**config.mk**
```make
export PLATFORM = sky130hd
export DESIGN_NAME = maze_gen
export DESIGN_NICKNAME = d
export VERILOG_FILES = /design/src/rtl/maze_pkg.sv /design/src/rtl/maze_lfsr16.sv /design/src/rtl/maze_gen.sv
export SDC_FILE = /design/constraint.sdc
export NUM_CORES = 1
export LEC_CHECK = 0
export CORE_AREA = 2 2 232 234
export DETAILED_ROUTE_END_ITERATION = 10
export DIE_AREA = 0 0 234 236
export DONT_BUFFER_PORTS = 1
export PLACE_DENSITY = 0.42
export SLEW_MARGIN = 20
export SYNTH_ARGS = -nofsm -noshare
export SYNTH_HDL_FRONTEND = slang
export SYNTH_SLANG_ARGS = --single-unit
```
**constraint.sdc**
```tcl
create_clock -name clk -period 2.5 [get_ports clk]
set_input_delay 0.375 -clock clk [delete_from_list [all_inputs] [get_ports clk]]
set_output_delay 0.375 -clock clk [all_outputs]
set_load 0.03 [all_outputs]
```
**src/rtl/maze_pkg.sv**
```systemverilog
// Shared types, constants and the LFSR step function for the maze generator.
package maze_pkg;

   typedef enum logic [1:0] {INIT, CARVE, TRACE, DONE} state_t;

   localparam logic [15:0] LFSR_TAPS = 16'hB400;
   localparam logic [15:0] LFSR_SEED = 16'hACE1;

   // Galois right shift: feed the dropped lsb back through the tap mask
   function automatic logic [15:0] lfsr16_step(input logic [15:0] s);
      return s[0] ? ((s >> 1) ^ LFSR_TAPS) : (s >> 1);
   endfunction

endpackage

```
**src/rtl/maze_lfsr16.sv**
```systemverilog
// 16-bit Galois LFSR with synchronous load and step; load has priority.
module maze_lfsr16
   import maze_pkg::*;
(
   input  logic        clk,
   input  logic        rst_n,
   input  logic        load,
   input  logic [15:0] load_val,
   input  logic        step,
   output logic [15:0] state
);

   always_ff @(posedge clk or negedge rst_n) begin
      if (!rst_n)
         state <= LFSR_SEED;
      else if (load)
         state <= load_val;
      else if (step)
         state <= lfsr16_step(state);
   end

endmodule

```
**src/rtl/maze_gen.sv**
```systemverilog
// Binary-tree maze generator, one cell-row per cycle, with optional solution
// tracing enabled by defining MAZEGEN_PATH_EN.
module maze_gen
   import maze_pkg::*;
#(
   parameter int size = 17
) (
   input  logic            clk,
   input  logic            rst_n,
   input  logic [15:0]     seed,
   output logic            done,
   output logic [size-1:0] maze       [size-1:0],
   output logic [size-1:0] ideal_path [size-1:0]
);

   localparam int N  = (size - 1) / 2;
   localparam int CW = $clog2(size);
   localparam logic [CW-1:0] FIRST = CW'(1);
   localparam logic [CW-1:0] LAST  = CW'(size - 2);

   state_t        state, state_nx;
   logic [CW-1:0] carve_r;
   logic [15:0]   lfsr;
   logic          lfsr_load, lfsr_step;
   logic          lfsr_unused;

   // only the low N bits drive carving decisions
   assign lfsr_unused = ^(lfsr >> N);

   maze_lfsr16 u_lfsr (
      .clk      (clk),
      .rst_n    (rst_n),
      .load     (lfsr_load),
      .load_val ((seed == 16'h0000) ? LFSR_SEED : seed),
      .step     (lfsr_step),
      .state    (lfsr)
   );

`ifdef MAZEGEN_PATH_EN
   logic          started, go_north, trace_last;
   logic [CW-1:0] pos_r, pos_c, nx_r, nx_c, wall_r, wall_c;

   always_comb begin
      go_north = 1'b0;
      if (pos_r != FIRST) begin
         if (pos_c == LAST) go_north = 1'b1;
         else               go_north = !maze[pos_r - FIRST][pos_c];
      end
      nx_r       = go_north ? pos_r - CW'(2) : pos_r;
      nx_c       = go_north ? pos_c : pos_c + CW'(2);
      wall_r     = go_north ? pos_r - FIRST : pos_r;
      wall_c     = go_north ? pos_c : pos_c + FIRST;
      trace_last = started && (nx_r == FIRST) && (nx_c == LAST);
   end
`endif

   always_comb begin
      state_nx  = state;
      lfsr_load = 1'b0;
      lfsr_step = 1'b0;
      case (state)
         INIT: begin
            lfsr_load = 1'b1;
            state_nx  = CARVE;
         end
         CARVE: begin
            lfsr_step = 1'b1;
`ifdef MAZEGEN_PATH_EN
            if (carve_r == LAST) state_nx = TRACE;
`else
            if (carve_r == LAST) state_nx = DONE;
`endif
         end
`ifdef MAZEGEN_PATH_EN
         TRACE: if (trace_last) state_nx = DONE;
`endif
         DONE:    state_nx = DONE;
         default: state_nx = INIT;
      endcase
   end

   always_ff @(posedge clk or negedge rst_n) begin
      if (!rst_n) state <= INIT;
      else        state <= state_nx;
   end

   assign done = (state == DONE);

   always_ff @(posedge clk or negedge rst_n) begin
      if (!rst_n)               carve_r <= FIRST;
      else if (state == INIT)   carve_r <= FIRST;
      else if (state == CARVE)  carve_r <= carve_r + CW'(2);
   end

   always_ff @(posedge clk or negedge rst_n) begin
      if (!rst_n) begin
         for (int unsigned r = 0; r < size; r++) maze[r] <= '1;
      end else begin
         case (state)
            INIT: begin
               for (int unsigned i = 0; i < N; i++)
                  for (int unsigned j = 0; j < N; j++)
                     maze[2*i+1][2*j+1] <= 1'b0;
               maze[size-2][0] <= 1'b0;
               maze[1][size-1] <= 1'b0;
            end
            CARVE: begin
               // row 0 always goes east, column N-1 always north, else a coin flip
               for (int unsigned j = 0; j < N; j++) begin
                  if (carve_r == FIRST) begin
                     if (j < N - 1) maze[carve_r][2*j+2] <= 1'b0;
                  end else if (j == N - 1) begin
                     maze[carve_r - FIRST][2*j+1] <= 1'b0;
                  end else if (lfsr[j]) begin
                     maze[carve_r][2*j+2] <= 1'b0;
                  end else begin
                     maze[carve_r - FIRST][2*j+1] <= 1'b0;
                  end
               end
            end
            default: ;
         endcase
      end
   end

`ifdef MAZEGEN_PATH_EN
   always_ff @(posedge clk or negedge rst_n) begin
      if (!rst_n) begin
         started <= 1'b0;
         pos_r   <= LAST;
         pos_c   <= FIRST;
         for (int unsigned r = 0; r < size; r++) ideal_path[r] <= '0;
      end else if (state == TRACE) begin
         if (!started) begin
            started                <= 1'b1;
            ideal_path[size-2][0]  <= 1'b1;
            ideal_path[size-2][1]  <= 1'b1;
         end else begin
            pos_r                  <= nx_r;
            pos_c                  <= nx_c;
            ideal_path[wall_r][wall_c] <= 1'b1;
            ideal_path[nx_r][nx_c]     <= 1'b1;
            if (trace_last) ideal_path[1][size-1] <= 1'b1;
         end
      end
   end
`else
   always_comb begin
      for (int unsigned r = 0; r < size; r++) ideal_path[r] = '0;
   end
`endif

endmodule

```
; ---- Word level (Yosys, flattened, before mapping)
; Index checks and enable logic that the tools add are counted.
[classes]
addsub = 2
n_lt_le_gt_ge = 4
n_eq_ne = 5
mux = 126
bitwise = 31
reduce_logical = 6
[op_table]
columns = op, n
row1 = $mux 289, 22
row2 = $and 289x289->289, 15
row3 = $not 289->289, 15
row4 = $demux 17 s5, 15
row5 = $pmux 1 s2, 62
row6 = $mux 16, 5
row7 = $logic_not 16->1, 1
row8 = $mux 15, 1
row9 = $mux 5, 3
row10 = $mux 14, 1
row11 = $mux 13, 1
row12 = $lt 5x6->1 const B, 2
row13 = $mux 12, 1
row14 = $mux 11, 1
row15 = $ge 5x1->1 const B, 2
row16 = $mux 10, 1
row17 = $mux 9, 1
row18 = $mux 8, 1
row19 = $pmux 2 s2, 2
row20 = $mux 7, 1
row21 = $mux 6, 1
row22 = $pmux 2 s3, 1
row23 = $add 5x2->5 const B, 1
row24 = $eq 5x1->1 const B, 1
row25 = 13 further kinds, 17
[word_totals]
register_bits = 312
in_bits = 18

; ---- Longest topological paths before layout
; Gate-level depths: netlist of run 1.
[depth]
ltp_word = 37
depth_mapped = 8
ltp_nobuf = 6

; ---- Modules after synthesis
; From an unflattened synthesis of run 1, not the netlist that was laid out.
[hier_totals]
cells_unflattened = 1171
hier_area_um2 = 13265.2
[by_module_without_submodules]
columns = module, instances, cells_each, area_per_inst_um2, seq_area_each_um2
row1 = maze_gen, 1, 1097, 12462.0, 6902.9
row2 = maze_lfsr16, 1, 74, 803.3, 410.4

; ---- Worst setup path after synthesis of run 1
; No wires, ideal clock.
[synth_path]
kind = reg-to-reg
from = register carve_r[2]
to = register maze[171] in the netlist's numbering
arrival_ns = 2.199
slack_ns = 0.224
path_stages_with_launch = 9
path_buffers = 2
period_less_slack_ns = 2.276
cell_sequence = dfrtp_1 clkbuf_1 inv_1 ha_1 a21boi_2 mux2i_4 or3b_1 buf_2 o21a_1
[synth_via]
elab_chain_len = 36
[synth_rtl]
columns = item, line_no
row1 = start: declaration, maze_gen.sv:22  ; logic [CW-1:0] carve_r;
row2 = start signal: assignment, maze_gen.sv:92  ; else if (state == CARVE) carve_r <= carve_r + CW'(2);
row3 = $sub 5x1->5, --
row4 = $lt 5x6->1 or $ge 5x1->1 (tied branches), --
row5 = $logic_and 1x1->1, --
row6 = $mux 2 (not written as such), maze_gen.sv:117  ; maze[carve_r - FIRST][2*j+1] <= 1'b0;
row7 = $demux 17 s5, maze_gen.sv:117
row8 = $not 289->289 (no source line), --
row9 = $and 289x289->289 (no source line), --
row10 = $mux 289, maze_gen.sv:114  ; end else if (lfsr[j]) begin
row11 = [... 20 more ...], --
row12 = $mux 289, maze_gen.sv:110  ; if (carve_r == FIRST) begin
row13 = $mux 289, maze_gen.sv:99  ; case (state)
row14 = $and 289x289->289 (no source line), --
row15 = $mux 289, maze_gen.sv:114
row16 = $mux 289, maze_gen.sv:110
row17 = $mux 289, maze_gen.sv:99
row18 = $and 289x289->289 (no source line), --
row19 = $mux 289 *, maze_gen.sv:110
row20 = end signal: indexed assignment, maze_gen.sv:103  ; maze[2*i+1][2*j+1] <= 1'b0;
row21 = end signal: indexed assignment, maze_gen.sv:111  ; if (j < N - 1) maze[carve_r][2*j+2] <= 1'b0;
row22 = end signal: indexed assignment, maze_gen.sv:113  ; maze[carve_r - FIRST][2*j+1] <= 1'b0;
row23 = end: declaration, maze_gen.sv:12  ; output logic [size-1:0] maze [size-1:0],
; Mark *: on every way between the ends. The rest lies on a longest branch, timed or not. The select of a mux whose other input is x is not followed.
; A chain may end at the register's enable or synchronous reset.

; ---- Worst setup path in the final report of run 1
[layout_path]
from = register carve_r[0]
to = register maze[75] in the netlist's numbering
[layout_via]
elab_chain_len = 33
[layout_rtl]
columns = item, line_no
row1 = $sub 5x1->5, --
row2 = $demux 17 s5, maze_gen.sv:117
row3 = $not 289->289 (no source line), --
row4 = $and 289x289->289 (no source line), --
row5 = $mux 289, maze_gen.sv:114
row6 = $mux 289, maze_gen.sv:110
row7 = $mux 289, maze_gen.sv:99
row8 = $and 289x289->289 (no source line), --
row9 = [... 17 more ...], --
row10 = $mux 289, maze_gen.sv:110
row11 = $mux 289, maze_gen.sv:99
row12 = $and 289x289->289 (no source line), --
row13 = $mux 289, maze_gen.sv:114
row14 = $mux 289, maze_gen.sv:110
row15 = $mux 289, maze_gen.sv:99
row16 = $and 289x289->289 (no source line), --
row17 = $mux 289 *, maze_gen.sv:110
; Marked as above.

==> results of run 1 <==
## Yosys cell counts, types with 2 or more instances
library cell / number
nor2b_1: 14
ha_1: 3
a21boi_0: 21
o21ai_2: 2
o22ai_1: 7
dfrtp_1: 14
o21ai_1: 3
o21a_1: 144
or2_2: 12
buf_4: 325
nand4_1: 3
nor2_1: 27
and3b_1: 2
clkbuf_1: 33
o211a_1: 22
or3b_4: 2
xor2_1: 3
nor3b_1: 2
mux2i_1: 7
dfstp_2: 265
a31oi_1: 2
o311a_1: 22
nor3_1: 6
a21oi_1: 16
nand3b_1: 3
buf_2: 15
conb_1: 2
inv_1: 4
nand2b_1: 5
and2_1: 6
nand3_1: 7
o31a_1: 24
nand2_1: 49
nor4_1: 5
buf_6: 3
o21ai_0: 20
xnor2_1: 4
## cells by family (layout without fill, tap and decap cells)
family          Yosys count  count (layout)  share of synthesized area
compound gates          288             288                      0.168
simple gates            146             146                     0.0560
buf+inv                 382             112                      0.205
xor+xnor                  7               7                    0.00466
mux                       8               8                    0.00704
fa+ha+maj                 3               3                    0.00286
other cells               2             321                   0.000571
flops                   279             279                      0.556
## worst max path at each step
| stage | slack, ps | endpoint |
|---|---|---|
| after floorplan | 220 | maze[171] |
| after global placement | 4 | maze[219] |
| after detailed placement | -40 | maze[209] |
| after CTS | -20 | maze[26] |
| after global routing | 9 | maze[160] |
| final | 180 | maze[75] |
## timing repair
| item | in CTS | in global routing |
|---|---|---|
| setup endpoints to repair | 6 | 84 |
| gates resized for setup | 1 | 4 |
| setup buffers | 0 | 9 |
| endpoints found under the hold margin | 287 | 279 |
| pin swaps | 0 | 4 |
## layer usage
layer  global-route usage  up-vias
li1                     -     3212
met1                0.156     3853
met2                0.230      357
met3               0.0532       51
met4               0.0468        0
met5                    0        -
## layout make-up
cell class	count	area share
well taps	696	0.0614
inverters	4	0.00106
flip-flops and latches	279	0.515
repair buffers	48	0.0286
clock inverters	13	0.0143
multi-input cells	773	0.308
clock buffers	47	0.0712
## power by group
group / switching (mW) / total, mW / internal (mW) / leakage [nW]
Sequential: 0.0718 / 4.66 / 4.59 / 2.89
Combinational: 0.673 / 0.714 / 0.0407 / 2.51
Clock: 2.00 / 5.34 / 3.34 / 0.595
## sequential cells by signal (all words and copies together) (netlist names)
signal and count:
maze 256, carve_r 5, u_lfsr.state 16, state 2
## through the flow
stage | util | setup WS (ps) | cell area (µm²)
CTS | 0.266 | -24.3 | 14100
finish | 0.267 | 177 | 14200
floorplan | - | 224 | 14300
detailed placement | 0.241 | -45.0 | 12800
global placement | 0.241 | 3.70 | 12800
global route | 0.267 | 8.91 | 14200
## critical path, cell delays in order (launching register included)
cell     delay [ps]
dfstp_2         710
nand2_1         150
nor3_1          600
nand2_1         430
o31a_1          350
==> results.md, run 1 <==
- RD Place Congestion: 0.745
- Worst-Margin Slew: 770 ps
- Fin crit share: 0.929
- CORE AREA: 0.0531 mm²
- Fraction of layout cells with a size suffix above 1: 0.332
- Number of flops mapped to enable cells by yosys: 0
- Clk_lat worst skew: 530 ps
- Worst r2r src: carve_r[0]
- Post-synth cell types: 48
- Tmin final: 2320 ps
- Antenna Violating Nets Remaining: 0
- # placed instances: 1783
- PortBufs: 0
- Pins over their slew limit: 0
- Clock-pin slew on the worst setup and hold paths: 60 ps
- Initial DRC count: 404
- Top cell type's share of synthesized area: 0.530
- HP Class: primary input to asynchronous set/reset pin
- Cts bufs inserted: 34
- GRT overflow: 0
- Routed vias: 7473
- Initial antenna violation count: 0
- Top_reg_cell synth: dfstp_2
- Most common cell after layout, fill and taps aside: conb_1
- Crit path max fanout: 12
- Drt drc: 0
- Leading area contributor after synthesis: dfstp_2
- IO Count: 597
- Critical Path Source Type: register
- Cell area after synthesis: 0.0131 mm²
- CP required: 2960 ps
- Final nets: 1161
- Wire length per cell: 20.8 µm
- Critical path capture point type: register
- Footprint of the multi-input gates: 0.00438 mm²
- Max Clock Freq: 431 MHz
- Clk sink count: 279
- First-pass GRT wire length: 54.8 mm
- FF+latch count, synth: 279
- Max-cap viol count: 0
- Power Density: 755 mW/mm²
- R2R depth: 4
- Drt pass-1 iters: 4
- Die width: 234 µm
- Synth Instances: 1115
- Height of the chip: 236 µm
- Depth of the CTS H-tree: 2
- Met2 WL: 19.5 mm
- R2R Setup Slk: 180 ps
- P&R area growth vs syn: 7.95%
- CTS tree: done
- Worst setup path startpoint: carve_r[0]
- Critical path type: register to register
- Slew headroom: 0.487
- Worst hold slack: -394 ps
- Sequential share of the synthesized area: 0.556
- HPWL after detailed placement: 27.1 mm
- RSZ-0062 raised after global routing: no
- Initial core utilization: 0.248
- Highest metal used: met4
- Final Hold Viols: 204
- WL met3: 3.53 mm
- Post-DR vias/cell: 4.02
- Maximum vdd drop: 0.359 mV
- Ant diodes: 0
- FF/Latch Area: 0.00731 mm²
- Setup TNS: 0 ps
- # setup viols final: 0
- Metal1 wirelength: 14.4 mm
- Total GRT Usage: 0.136
- Die Area: 0.0552 mm²
- Final non-filler cell total: 1860
- Std-Cell Rows: 85
- Mean Syn Cell Area: 11.8 µm²
- Final wirelength: 38.6 mm
- Status: finished, violations left
- WP data arrival: 2780 ps
- Vias in the first global route: 7122
- Leak: 6.00 nW
- RR Endpoint: maze[75]
- # fillers: 5518
- Pwr Total: 10.7 mW
- Number of hold buffers added after CTS: 8
- Largest net degree at the start of global routing: 280
- Ys Warns: 0
- Area contributors post-synth: dfstp_2 (53%), buf_4 (19%), o21a_1 (8.2%)
- Most frequent cells in the layout: conb_1 (321), dfstp_2 (265), o21a_1 (144)
- Clk root buf: clkbuf_16
- Clk buf depth: 3
- Failing checks: negative hold slack
- Setup Skew: 25.3 ps
- Post-synth ARST share: 1.00
No activity file was read; power rests on OpenSTA's default activity.
==> run 2, diff against run 1 <==
- PLACE_DENSITY: 0.42 -> default
- PLACE_DENSITY_LB_ADDON: default -> 0.15
==> results.md, run 2 (synthesis gave the netlist of run 1 again) <==
- RD Place Congestion: 0.738 (-0.90%)
- Vias in the first global route: 7074 (-0.67%)
- Place WS: 134 ps (+179 ps)
- Initial core utilization: 0.248 (unchanged)
- Critical path type: register to primary output
- Max Clock Freq: 427 MHz (-0.71%)
- Total GRT Usage: 0.141 (+0.00451)
- Failing checks: negative hold slack
- CP required: 2120 ps (-840 ps)
- Tmin final: 2340 ps (+16.5 ps)
- Status: finished, violations left
- Final Util: 0.265 (-0.00219)
- Post-CTS Setup Bufs: 0 (unchanged)
- Ant diodes: 0 (unchanged)
- GR Util met3: 0.0537 (+0.000484)
- Met2 global-route usage: 0.241 (+0.0112)
- Footprint of the multi-input gates: 0.00435 mm² (-0.51%)
- Worst-Margin Slew: 953 ps (+183 ps)
- Maximum vdd drop: 0.364 mV (+1.4%)
- Critical path capture point type: primary output
- # fillers: 5486 (-0.58%)
- Clk root buf: clkbuf_16
- Largest net degree at the start of global routing: 280 (unchanged)
- Height of the chip: 236 µm (unchanged)
- P&R area growth vs syn: 7.06%
- Crit path max-delay family: flip-flops
- FF/Latch Area: 0.00731 mm² (unchanged)
- Slew headroom: 0.361 (-0.126)
- Final wirelength: 39.8 mm (+3.0%)
- Most common cell after layout, fill and taps aside: conb_1
- Slowest cell on crit path: dfrtp_1
- Top reg by flops: maze
- Top flop regs: maze (256), u_lfsr.state (16), carve_r (5)
- Cts bufs inserted: 35 (+2.9%)
- Most frequent cells in the layout: conb_1 (321), dfstp_2 (265), o21a_1 (144)
- Fraction of layout cells with a size suffix above 1: 0.320 (-0.0124)
- Post-DR vias/cell: 3.97 (-1.1%)
- Clk sink count: 279 (unchanged)
- Die width: 234 µm (unchanged)
- Net Sw Power: 2.77 mW (+1.0%)
- Setup TNS: 0 ps (unchanged)
- HP Class: primary input to asynchronous set/reset pin
- Final nets: 1153 (-0.69%)
- Initial DRC count: 333 (-18%)
- Clk_lat worst skew: 550 ps (+20 ps)
- Critical Path Source Type: register
- Final Hold Viols: 275 (+35%)
- R2R Setup Slk: 180 ps (about the same)
- Top Usage Layer GRT: met2
- Fraction of power spent switching nets: 0.260 (+0.00446)
- Clk network pwr share: 0.495 (-0.004)
- CP Cell Sequence: buf_4 -> and2_1
- Combinational fraction of design power: 0.067 (about the same)
- Grt met1 use: 0.165 (+0.00915)
- Clock-pin slew on the worst setup and hold paths: 60 ps (about the same)
- Fin crit share: 0.936 (+0.00661)
- HPWL after detailed placement: 27.6 mm (+2.1%)
- CTS tree: done
- Power Density: 756 mW/mm² (+0.14%)
- Peak per-stage delay on the critical path: 600 ps (-110 ps)
- Std-Cell Rows: 85 (unchanged)
- Initial antenna violation count: 0 (unchanged)
- Antenna Violating Nets Remaining: 0 (unchanged)
- Routed vias: 7357 (-1.6%)
- IO Count: 597 (unchanged)
- Setup Skew: 17.8 ps (-7.45 ps)
- Max reg flops: 256 (unchanged)
- Worst setup margin: 161 ps (-16.5 ps)
- Crit path buf inv count: 1 (+1)
- Max-cap viol count: 0 (unchanged)
- Worst hold slack: -434 ps (-40.3 ps)
- Drt pass-1 iters: 4 (unchanged)
- Wire length per cell: 21.5 µm (+3.4%)
- Pins over their slew limit: 0 (unchanged)
- # setup viols final: 0 (unchanged)
- Depth of the CTS H-tree: 2 (unchanged)
- GRT overflow: 0 (unchanged)
- RSZ-0062 raised after global routing: no
- WP data arrival: 1960 ps (-820 ps)
- Number of hold buffers added after CTS: 8 (unchanged)
- Crit path max fanout: 32 (+20)
- Pwr Total: 10.6 mW (-0.68%)
- PortBufs: 0 (unchanged)
- Sequential share of power: 0.438 (+0.003)
- Leak: 5.93 nW (-1.3%)
- Clk buf depth: 3 (unchanged)
- Drt drc: 0 (unchanged)
- Die Area: 0.0552 mm² (unchanged)
- First-pass GRT wire length: 56.2 mm (+2.6%)
- CORE AREA: 0.0531 mm² (unchanged)
- Internal: 7.87 mW (-1.3%)
## run 2: cell types whose count changed in the layout (fill, tap and decap cells not counted), moves of 2 or more
cell,previous run,this run
clkinv_2,4,2
clkbuf_8,9,6
buf_4,38,29
clkbuf_1,3,9
## run 2: final cells by class
cell class              count  share of cell area
clock buffers              51              0.0723
clock inverters            10              0.0121
inverters                   4             0.00107
multi-input cells         773               0.309
flip-flops and latches    279               0.520
well taps                 696              0.0619
repair buffers             39              0.0240
## run 2: worst paths after layout
| path | cells after the start | from | endpoint |
|---|---|---|---|
| worst max register to register | 6 | carve_r[1] | maze[183] |
| worst max-delay path | 2 | state[1] | done |
| worst min-delay path | 0 | rst_n | u_lfsr.state[4] |
| worst min register to register | 2 | u_lfsr.state[13] | u_lfsr.state[13] |
| min in group clk | 2 | seed[1] | u_lfsr.state[1] |
| max in group asynchronous | 0 | rst_n | maze[191] |
## run 2: worst register-to-register path, stage by stage, from the launching register on
cell	delay, ps
dfrtp_1	370
inv_1	130
ha_1	180
a21boi_2	380
mux2i_4	390
or3b_1	550
o21a_1	240
## run 2: metrics by stage
stage	hold WS (ps)	cell area (µm²)	instances
floorplan	79.4	14300	1434
global placement	98.4	12800	1783
detailed placement	104	12800	1783
CTS	-490	14100	1852
global route	-477	14100	1852
finish	-434	14100	1852
## run 2: timing repair
| item | in CTS | in global routing |
|---|---|---|
| endpoints found under the hold margin | 287 | 279 |
| setup endpoints to repair | 0 | 20 |
| resized for setup | 0 | 1 |
## run 2: power groups by stage
stage / clock, mW / sequential, mW / combinational (mW)
3_3_place_gp: 0 / 4.73 / 0.692
3_5_place_dp: 0 / 4.73 / 0.693
2_1_floorplan: 0 / 4.67 / 1.08
6_report: 5.27 / 4.66 / 0.715
5_1_grt: 5.64 / 4.66 / 0.767
4_1_cts: 5.47 / 4.66 / 0.706
## run 2: per-layer routing
metal / vias up / routed length (µm)
met4: 0 / 694
met5: - / 0
li1: 3194 / -
met1: 3809 / 15300
met3: 44 / 3440
met2: 310 / 20300
==> run 3, diff against run 2 <==
- CORE_AREA: 2 2 232 234 -> 2 2 231 233
- DIE_AREA: 0 0 234 236 -> 0 0 233 235
==> results.md, run 3 (synthesis gave the netlist of run 1 again) <==
- Status: finished, violations left
- Failing checks: negative hold slack
- Top flop regs: maze (256), u_lfsr.state (16), carve_r (5)
- Cts bufs inserted: 35 (unchanged)
- Setup TNS: 0 ps (unchanged)
- Internal: 7.94 mW (+0.95%)
- Fraction of layout cells with a size suffix above 1: 0.324 (+0.00376)
- Met2 global-route usage: 0.235 (-0.00578)
- Net Sw Power: 2.73 mW (-1.5%)
- R2R Setup Slk: 170 ps (about the same)
- Clk buf depth: 3 (unchanged)
- Initial core utilization: 0.252 (+0.00396)
- Sequential share of power: 0.436 (-0.002)
- CTS tree: done
- Die width: 233 µm (-0.43%)
- Vias in the first global route: 7076 (+0.028%)
- Clock-pin slew on the worst setup and hold paths: 60 ps (about the same)
- Fraction of power spent switching nets: 0.256 (-0.00471)
- First-pass GRT wire length: 55.0 mm (-2.1%)
- Final nets: 1155 (+0.17%)
- Clk network pwr share: 0.496 (about the same)
- HPWL after detailed placement: 27.4 mm (-0.92%)
- Initial DRC count: 403 (+21%)
- Ant diodes: 0 (unchanged)
- Depth of the CTS H-tree: 2 (unchanged)
- Initial antenna violation count: 0 (unchanged)
- Critical path type: register to register
- Drt pass-1 iters: 6 (+2)
- Combinational fraction of design power: 0.068 (about the same)
- PortBufs: 0 (unchanged)
- Critical path capture point type: register
- Final wirelength: 39.0 mm (-1.8%)
- RD Place Congestion: 0.737 (-0.22%)
- GR Util met3: 0.0507 (-0.00295)
- Pins over their slew limit: 0 (unchanged)
- Antenna Violating Nets Remaining: 0 (unchanged)
- CORE AREA: 0.0522 mm² (-1.6%)
- Most common cell after layout, fill and taps aside: conb_1
- Clk root buf: clkbuf_16
- Max-cap viol count: 0 (unchanged)
- Power Density: 757 mW/mm² (+0.14%)
- Drt drc: 0 (unchanged)
- Post-CTS Setup Bufs: 0 (unchanged)
- Crit path max fanout: 8 (-75%)
- Slew headroom: 0.450 (+0.0892)
- Std-Cell Rows: 84 (-1.2%)
- Clk sink count: 279 (unchanged)
- Max reg flops: 256 (unchanged)
- Maximum vdd drop: 0.360 mV (-1.2%)
- Height of the chip: 235 µm (-0.42%)
- Die Area: 0.0548 mm² (-0.85%)
- Grt met1 use: 0.161 (-0.00464)
- GRT overflow: 0 (unchanged)
- RSZ-0062 raised after global routing: no
- Routed vias: 7375 (+0.24%)
- Critical Path Source Type: register
- IO Count: 597 (unchanged)
- Top Usage Layer GRT: met2
- Setup Skew: 17.7 ps (-0.166 ps)
- Final Hold Viols: 132 (-52%)
- Max Clock Freq: 429 MHz (+0.45%)
- Top reg by flops: maze
- Number of hold buffers added after CTS: 8 (unchanged)
- Total GRT Usage: 0.138 (-0.00249)
- Fin crit share: 0.932 (-0.00415)
- Most frequent cells in the layout: conb_1 (321), dfstp_2 (265), o21a_1 (144)
- Clk_lat worst skew: 530 ps (-20 ps)
- # setup viols final: 0 (unchanged)
- Worst hold slack: -372 ps (+62.2 ps)
- P&R area growth vs syn: 7.25%
- CP required: 2960 ps (+840 ps)
- WP data arrival: 2790 ps (+830 ps)
- Largest net degree at the start of global routing: 280 (unchanged)
- Post-DR vias/cell: 4.00 (+0.57%)
- Worst-Margin Slew: 825 ps (-127 ps)
- Wire length per cell: 21.1 µm (-1.5%)
- Tmin final: 2330 ps (-10.4 ps)
- HP Class: primary input to asynchronous set/reset pin
- Leak: 5.95 nW (+0.43%)
run 3: cell count changes in the layout (fill, tap and decap cells not counted), sizes merged:
cell | before | now
buf | 31 | 33
clkinv | 3 | 4
inv | 5 | 4
run 3: final cells by class:
cell class              count  area, µm²
fillers                  5385      38100
flip-flops and latches    279       7310
multi-input cells         773       4360
clock buffers              51       1050
well taps                 688        861
repair buffers             41        353
clock inverters            10        155
inverters                   4       15.0
run 3: per-stage QoR:
| step | std cells | setup WS [ps] | instance area [µm²] | total power [mW] | util |
|---|---|---|---|---|---|
| 2_1_floorplan | 1434 | 224 | 14300 | 5.75 | - |
| 3_5_place_dp | 1777 | 198 | 12800 | 5.42 | 0.245 |
| 5_1_grt | 1846 | 15.8 | 14100 | 11.1 | 0.270 |
| 4_1_cts | 1846 | 179 | 14100 | 10.9 | 0.270 |
| 6_report | 1846 | 171 | 14100 | 10.7 | 0.270 |
| 3_3_place_gp | 1777 | 229 | 12800 | 5.42 | 0.245 |
run 3: path summary, 6_finish.rpt:
| check | from | endpoint | cells after the start |
|---|---|---|---|
| min in group clk | seed[4] | u_lfsr.state[4] | 2 |
| max reg2reg | carve_r[1] | maze[185] | 6 |
| max in group asynchronous | rst_n | maze[164] | 0 |
| min reg2reg | u_lfsr.state[9] | u_lfsr.state[9] | 2 |
| max | carve_r[1] | maze[185] | 6 |
| min | rst_n | carve_r[1] | 0 |
run 3: what timing repair did:
| action | 4_1_cts | 5_1_grt |
|---|---|---|
| endpoints found under the hold margin | 287 | 279 |
| setup endpoints to repair | 0 | 4 |
| gates resized for setup | 0 | 1 |
run 3: worst max-delay path, stage by stage (launching register included):
cell and delay [ps]:
dfrtp_1 370, inv_1 130, ha_1 180, a21boi_2 370, mux2i_4 390, or3b_1 560, and2_1 240
run 3: power by group through the flow:
stage | clock network, mW | registers, mW | logic (mW)
final | 5.30 | 4.65 | 0.726
after global routing | 5.70 | 4.65 | 0.774
after CTS | 5.52 | 4.65 | 0.716
after detailed placement | 0 | 4.72 | 0.703
after global placement | 0 | 4.71 | 0.703
after floorplan | 0 | 4.67 | 1.08
run 3: routing by layer:
layer  vias up  share of wire
met5         -         0.0015
met3        55          0.086
met1      3781           0.38
li1       3203              -
met4         2          0.026
met2       334           0.51
